**src/rtl/cpu_types_pkg.sv**
```systemverilog
// Shared CPU type definitions: writeback source encoding and MEM stage FSM states.
package cpu_types_pkg;

   // Writeback data source selected in the MEM stage
   typedef enum logic [1:0] {
      MTR_ALU   = 2'b00,
      MTR_LOAD  = 2'b01,
      MTR_NPC   = 2'b10,
      MTR_UPPER = 2'b11
   } memtoreg_t;

   // MEM stage data-cache handshake / halt state
   typedef enum logic [1:0] {
      IDLE   = 2'b00,
      WAIT   = 2'b01,
      HALTED = 2'b10
   } mem_state_t;

endpackage

```
**src/rtl/mem_wb_reg.sv**
```systemverilog
// MEM/WB pipeline register with flush, bubble and sticky halt.
module mem_wb_reg
   import cpu_types_pkg::*;
(
   input  logic        CLK,
   input  logic        nRST,
   input  logic        flush,
   input  logic        bubble,
   input  logic        regwrite_in,
   input  logic [4:0]  wsel_in,
   input  logic [31:0] wdat_in,
   input  logic        halt_in,
   output logic        wb_regwrite,
   output logic [4:0]  wb_wsel,
   output logic [31:0] wb_wdat,
   output logic        wb_halt
);

   // Flush beats bubble beats capture; wb_halt survives flush and bubble
   always_ff @(posedge CLK or negedge nRST) begin
      if (!nRST) begin
         wb_regwrite <= 1'b0;
         wb_wsel     <= '0;
         wb_wdat     <= '0;
         wb_halt     <= 1'b0;
      end else if (flush || bubble) begin
         wb_regwrite <= 1'b0;
         wb_wsel     <= '0;
         wb_wdat     <= '0;
      end else begin
         wb_regwrite <= regwrite_in;
         wb_wsel     <= wsel_in;
         wb_wdat     <= wdat_in;
         if (halt_in) wb_halt <= 1'b1;
      end
   end

endmodule

```
**src/rtl/mem_stage.sv**
```systemverilog
// MEM stage: data-cache request/stall FSM, writeback mux, MEM/WB register and
// performance counters.
module mem_stage
   import cpu_types_pkg::*;
#(
   parameter int CNT_W = 32
) (
   input  logic             CLK,
   input  logic             nRST,
   input  logic [1:0]       memtoreg_in,
   input  logic             regwrite_in,
   input  logic             dmemREN_in,
   input  logic             dmemWEN_in,
   input  logic             halt_in,
   input  logic [31:0]      aluResult_in,
   input  logic [31:0]      rdat2_in,
   input  logic [31:0]      npc_in,
   input  logic [31:0]      upper16_in,
   input  logic [4:0]       wsel_in,
   input  logic             wb_flush,
   input  logic             dhit,
   input  logic [31:0]      dmemload,
   output logic             dmemREN,
   output logic             dmemWEN,
   output logic [31:0]      dmemaddr,
   output logic [31:0]      dmemstore,
   output logic             mem_stall,
   output logic             wb_regwrite,
   output logic [4:0]       wb_wsel,
   output logic [31:0]      wb_wdat,
   output logic             wb_halt,
   output logic [CNT_W-1:0] stall_count,
   output logic [CNT_W-1:0] retire_count
);

   mem_state_t  state, next_state;
   logic        req_en;
   logic        bubble;
   logic        capture;
   logic [31:0] wdat;

   // Requests are suppressed once halted, and dropped at once while reset is held
   assign req_en    = nRST && (state != HALTED);
   assign dmemREN   = req_en & dmemREN_in;
   assign dmemWEN   = req_en & dmemWEN_in;
   assign dmemaddr  = aluResult_in;
   assign dmemstore = rdat2_in;
   // A load+store pair is one access: a single dhit releases it
   assign mem_stall = (dmemREN | dmemWEN) & ~dhit;

   assign bubble  = (state == HALTED) | mem_stall;
   assign capture = ~wb_flush & ~bubble;

   // FSM state register
   always_ff @(posedge CLK or negedge nRST) begin
      if (!nRST) state <= IDLE;
      else       state <= next_state;
   end

   // Next state: halt wins once the current access has completed; flush is ignored
   always_comb begin
      next_state = state;
      case (state)
         IDLE: begin
            if (halt_in && !mem_stall)        next_state = HALTED;
            else if (mem_stall)               next_state = WAIT;
         end
         WAIT: begin
            if (halt_in && !mem_stall)        next_state = HALTED;
            else if (dhit)                    next_state = IDLE;
         end
         HALTED:                              next_state = HALTED;
         default:                             next_state = IDLE;
      endcase
   end

   // Writeback data source select
   always_comb begin
      wdat = aluResult_in;
      case (memtoreg_t'(memtoreg_in))
         MTR_ALU:   wdat = aluResult_in;
         MTR_LOAD:  wdat = dmemload;
         MTR_NPC:   wdat = npc_in;
         MTR_UPPER: wdat = upper16_in;
         default:   wdat = aluResult_in;
      endcase
   end

   mem_wb_reg u_mem_wb_reg (
      .CLK         (CLK),
      .nRST        (nRST),
      .flush       (wb_flush),
      .bubble      (bubble),
      .regwrite_in (regwrite_in),
      .wsel_in     (wsel_in),
      .wdat_in     (wdat),
      .halt_in     (halt_in),
      .wb_regwrite (wb_regwrite),
      .wb_wsel     (wb_wsel),
      .wb_wdat     (wb_wdat),
      .wb_halt     (wb_halt)
   );

   // Stall and retire performance counters, free-running with wrap
   always_ff @(posedge CLK or negedge nRST) begin
      if (!nRST) begin
         stall_count  <= '0;
         retire_count <= '0;
      end else begin
         if (mem_stall)
            stall_count <= stall_count + CNT_W'(1);
         if (capture && (regwrite_in || dmemWEN_in || halt_in))
            retire_count <= retire_count + CNT_W'(1);
      end
   end

endmodule
```
**config.mk**
```make
export PLATFORM = sky130hd
export DESIGN_NAME = mem_stage
export DESIGN_NICKNAME = d
export VERILOG_FILES = /design/src/rtl/cpu_types_pkg.sv /design/src/rtl/mem_wb_reg.sv /design/src/rtl/mem_stage.sv
export SDC_FILE = /design/constraint.sdc
export NUM_CORES = 1
export LEC_CHECK = 0
export ABC_AREA = 1
export CAP_MARGIN = 25
export CORE_AREA = 2 2 136 138
export CTS_BUF_LIST = sky130_fd_sc_hd__clkbuf_4 sky130_fd_sc_hd__clkbuf_8
export CTS_CLUSTER_SIZE = 25
export DETAILED_ROUTE_END_ITERATION = 8
export DIE_AREA = 0 0 138 140
export PLACE_DENSITY = 0.78
export SYNTH_ARGS = -nofsm -noshare
export SYNTH_HDL_FRONTEND = slang
export SYNTH_HIERARCHICAL = 1
export SYNTH_SLANG_ARGS = --single-unit
```
**constraint.sdc**
```tcl
create_clock -name CLK -period 1.9 [get_ports CLK]
set_input_delay 0.38 -clock CLK [delete_from_list [all_inputs] [get_ports CLK]]
set_output_delay 0.38 -clock CLK [all_outputs]
set_load 0.1 [all_outputs]
```
==> run summary <==
The HPWL after detailed placement is 18600 um. The number of detailed-routing iterations run before antenna repair came out at 6. The worst setup path is launched from a register.

The congestion estimate from routability-driven global placement came to 0.970. The critical path goes through nand2_4 -> o211ai_1 -> nor2_2 -> buf_12. The count of different cell masters after synthesis came out at 25. The path class of the tightest hold or removal check is input port to asynchronous set/reset pin.

The first global-routing pass estimated between 30000 and 40000 um of wire. The max capacitance violation total came out at 0. The global-route usage over all layers came out at 23.9%. The routed wire length is between 20000 and 25000 um.

The maximum frequency from static timing analysis is 553 MHz. Among all flip-flop cells after synthesis, the most frequent one is sky130_fd_sc_hd__dfrtp_1. After routing, the total negative slack on setup checks comes to 0 ps. Yosys mapped a number of flops with a built-in enable equal to 0. After detailed routing, the number of remaining DRC violations is 0.

Summing over every cut layer, the via total after detailed routing is 7275. The insertion delay of the later-clocked pin in the worst-skew pair came out at 390 ps. Before CTS, the worst setup slack after placement is 21.1 ps. The clock input transition at the sequential cells of the worst setup and hold paths is 110 ps.

The slowest stage of the critical path is the sky130_fd_sc_hd__dfrtp_1 cell. The number of storage elements in the synthesis netlist came out at 105. IR analysis of the VDD net gives a maximum drop of 0.000268 V. Compared with the post-synthesis result, the final layout area differs by 56.2%. The number of hold violations in the final report came out at 0. The worst-case hold slack is 29.0 ps. The synthesized net count is between 1000 and 1500. The total power density per cell area came out at between 400 and 500 nW/um2. The synthesized netlist occupies a cell area of 6900 um2. In the final design database the tool counted ~1500 nets. The routed via count divided by cell count is 4.79. The count of port buffers added during placement is between 200 and 300. The transition at the pin with the smallest max-transition slack is between 400 and 500 ps.

The tree is rooted in a sky130_fd_sc_hd__clkbuf_8. The post-route core utilization is 60.6%. The routed wire length per instance is 15.3 um. The highest cell delay on the worst timing path is 450 ps. The die is 140 um tall. The total of endpoints with negative setup slack in the final report came out at 0.

The library cell used most frequently in the layout, excluding fill and tap cells, is sky130_fd_sc_hd__nand2_1. In the layout the commonest cells are sky130_fd_sc_hd__nand2_1 (478), sky130_fd_sc_hd__clkdlybuf4s50_1 (141), sky130_fd_sc_hd__nor2_1 (126). The final number of max-transition violations is 0. The clock skew after layout is 11.0 ps. The post-route netlist has 18.1% of its cells at a drive strength greater than 1. The final critical-path share of the clock period came out at between 90% and 100%.

After synthesis, flip-flops and latches occupy about two fifths of the total area. TritonCTS built the clock tree. The count of routing violations after the opening detailed-route iteration came out at 547. STA puts the critical path data required time at around 1500 ps. The arrival time of data at the critical path endpoint is about 1400 ps. The Yosys step of the flow raised 6 warnings. The leftover overflow at the end of global routing came out at 0. Entering global routing, the biggest net connects 85 pins. By startpoint and endpoint, the worst setup path is classified as register to primary output. The number of buffers created by CTS is 9. The total power of the final layout came out at 4.86 mW. For this design the top-level I/O count stands at between 300 and 400. The initial antenna violation count came out at 0. The run finished with clean final reports. The maximum buffer depth of the clock tree is 2.

The count of nets left with antenna violations once routing finished came out at 0. The slack of the critical path is 90.3 ps. The tree built by TritonCTS fans out to 105 sinks.

In this run the number of H-tree levels came out at 3. The initial utilization of the core area, before any placement, comes to around 39%. After technology mapping, the gate count stands at 1060. The kind of end point of the critical path is a primary output. The static leakage is 5.05 nW.

The worst relative slew slack came out at 68.3%. The core footprint is 17800 um2. The die footprint came out at 19300 um2.

From left edge to right edge, the die measures 138 um. The top fanout value on the critical path is 6. The minimum clock period came out at about 1800 ps. The floorplan has 49 rows. The repair_antennas step left the layout with diodes totalling 0. The number of global-route vias before repair is 7022.

Of all flip-flops after synthesis, the portion carrying an async set or reset was 100%. Each instance of the synthesized netlist takes up on average between 6 and 7 um2.
worst max-delay path, delay by kind of cell (launching register included):
family	cells	cell delay, ps
flip-flops	1	450
AND/OR/NAND/NOR	2	290
AO/OA/AOI/OAI	1	110
buffers and inverters	1	200
worst paths after layout:
check                                     start                        to  slack [ps]  cells past startpoint
min reg2reg                u_mem_wb_reg/wb_halt      u_mem_wb_reg/wb_halt         490                      2
max                                    state[1]                 mem_stall          90                      4
max reg2reg                     retire_count[0]          retire_count[28]         210                     10
min                                        nRST                  state[1]          30                      2
max in group asynchronous                  nRST  u_mem_wb_reg/wb_wdat[16]        1110                      3
min in group CLK           u_mem_wb_reg/wb_halt      u_mem_wb_reg/wb_halt         490                      2
per-stage QoR:
stage / area, um2 / cells
floorplan: 6930 / 1060
global placement: 10500 / 1500
detailed placement: 10500 / 1500
CTS: 10800 / 1518
global route: 10800 / 1519
finish: 10800 / 1519
cell families (layout without fill, tap and decap cells):
| family | count (synthesis) | count (layout) | share of synthesized area [%] |
|---|---|---|---|
| AO/OA/AOI/OAI | 11 | 11 | 0.870 |
| XOR/XNOR | 27 | 27 | 3.43 |
| adder cells (fa/ha/maj) | 2 | 2 | 0.363 |
| buffers and inverters | 202 | 432 | 15.2 |
| flip-flops | 105 | 105 | 38.1 |
| AND/OR/NAND/NOR | 713 | 713 | 42.1 |
cells in the mapped netlist, types with 2 or more instances:
master | number | area (um2)
sky130_fd_sc_hd__nand4_1 | 37 | 231
sky130_fd_sc_hd__buf_6 | 5 | 56.3
sky130_fd_sc_hd__o21ai_0 | 6 | 30.0
sky130_fd_sc_hd__nand3_1 | 38 | 190
sky130_fd_sc_hd__nand2_1 | 478 | 1790
sky130_fd_sc_hd__dfrtp_1 | 105 | 2630
sky130_fd_sc_hd__xor2_1 | 19 | 166
sky130_fd_sc_hd__inv_1 | 111 | 417
sky130_fd_sc_hd__nand2_2 | 4 | 25.0
sky130_fd_sc_hd__xnor2_1 | 8 | 70.1
sky130_fd_sc_hd__o21ai_1 | 2 | 10.0
sky130_fd_sc_hd__buf_4 | 64 | 480
sky130_fd_sc_hd__nor2_1 | 131 | 492
sky130_fd_sc_hd__ha_1 | 2 | 25.0
sky130_fd_sc_hd__nor2_2 | 22 | 138
sky130_fd_sc_hd__buf_2 | 8 | 40.0
sky130_fd_sc_hd__clkbuf_1 | 12 | 45.0
report_power, final:
| part | internal, mW | switching, mW | total [mW] |
|---|---|---|---|
| Sequential | 2.23 | 0 | 2.23 |
| Combinational | 0.469 | 0.538 | 1.01 |
| Clock | 0.758 | 0.859 | 1.62 |
| Total | 3.46 | 1.40 | 4.86 |
timing repair:
action	CTS	global route
pin swaps	1	2
endpoints found under the setup margin	1	2
resized for setup	1	2
hold endpoints to repair	16	0
hold buffers	1	0
buffers inserted	1	1
flip-flops by register name (all words and copies together) (netlist names):
signal	flops
state	2
u_mem_wb_reg/wb_wdat	32
u_mem_wb_reg/wb_wsel	5
retire_count	32
u_mem_wb_reg/wb_halt	1
u_mem_wb_reg/wb_regwrite	1
stall_count	32
cell type report:
class | count | area [um2]
fillers | 1519 | 7000
repair buffers | 303 | 3940
well taps | 229 | 287
inverters | 113 | 427
clock inverters | 7 | 100
flip-flops and latches | 105 | 2650
multi-input cells | 753 | 3240
clock buffers | 9 | 124
per-layer routing:
| layer | share of wire, % | global-route usage (%) | up-vias |
|---|---|---|---|
| met5 | 0 | 0 | - |
| met4 | 2.2 | 8.43 | 0 |
| met3 | 7.3 | 5.03 | 37 |
| met2 | 52 | 42.4 | 310 |
| met1 | 39 | 28.9 | 3337 |
| li1 | - | - | 3591 |
Power figures use the tool's default switching activity.
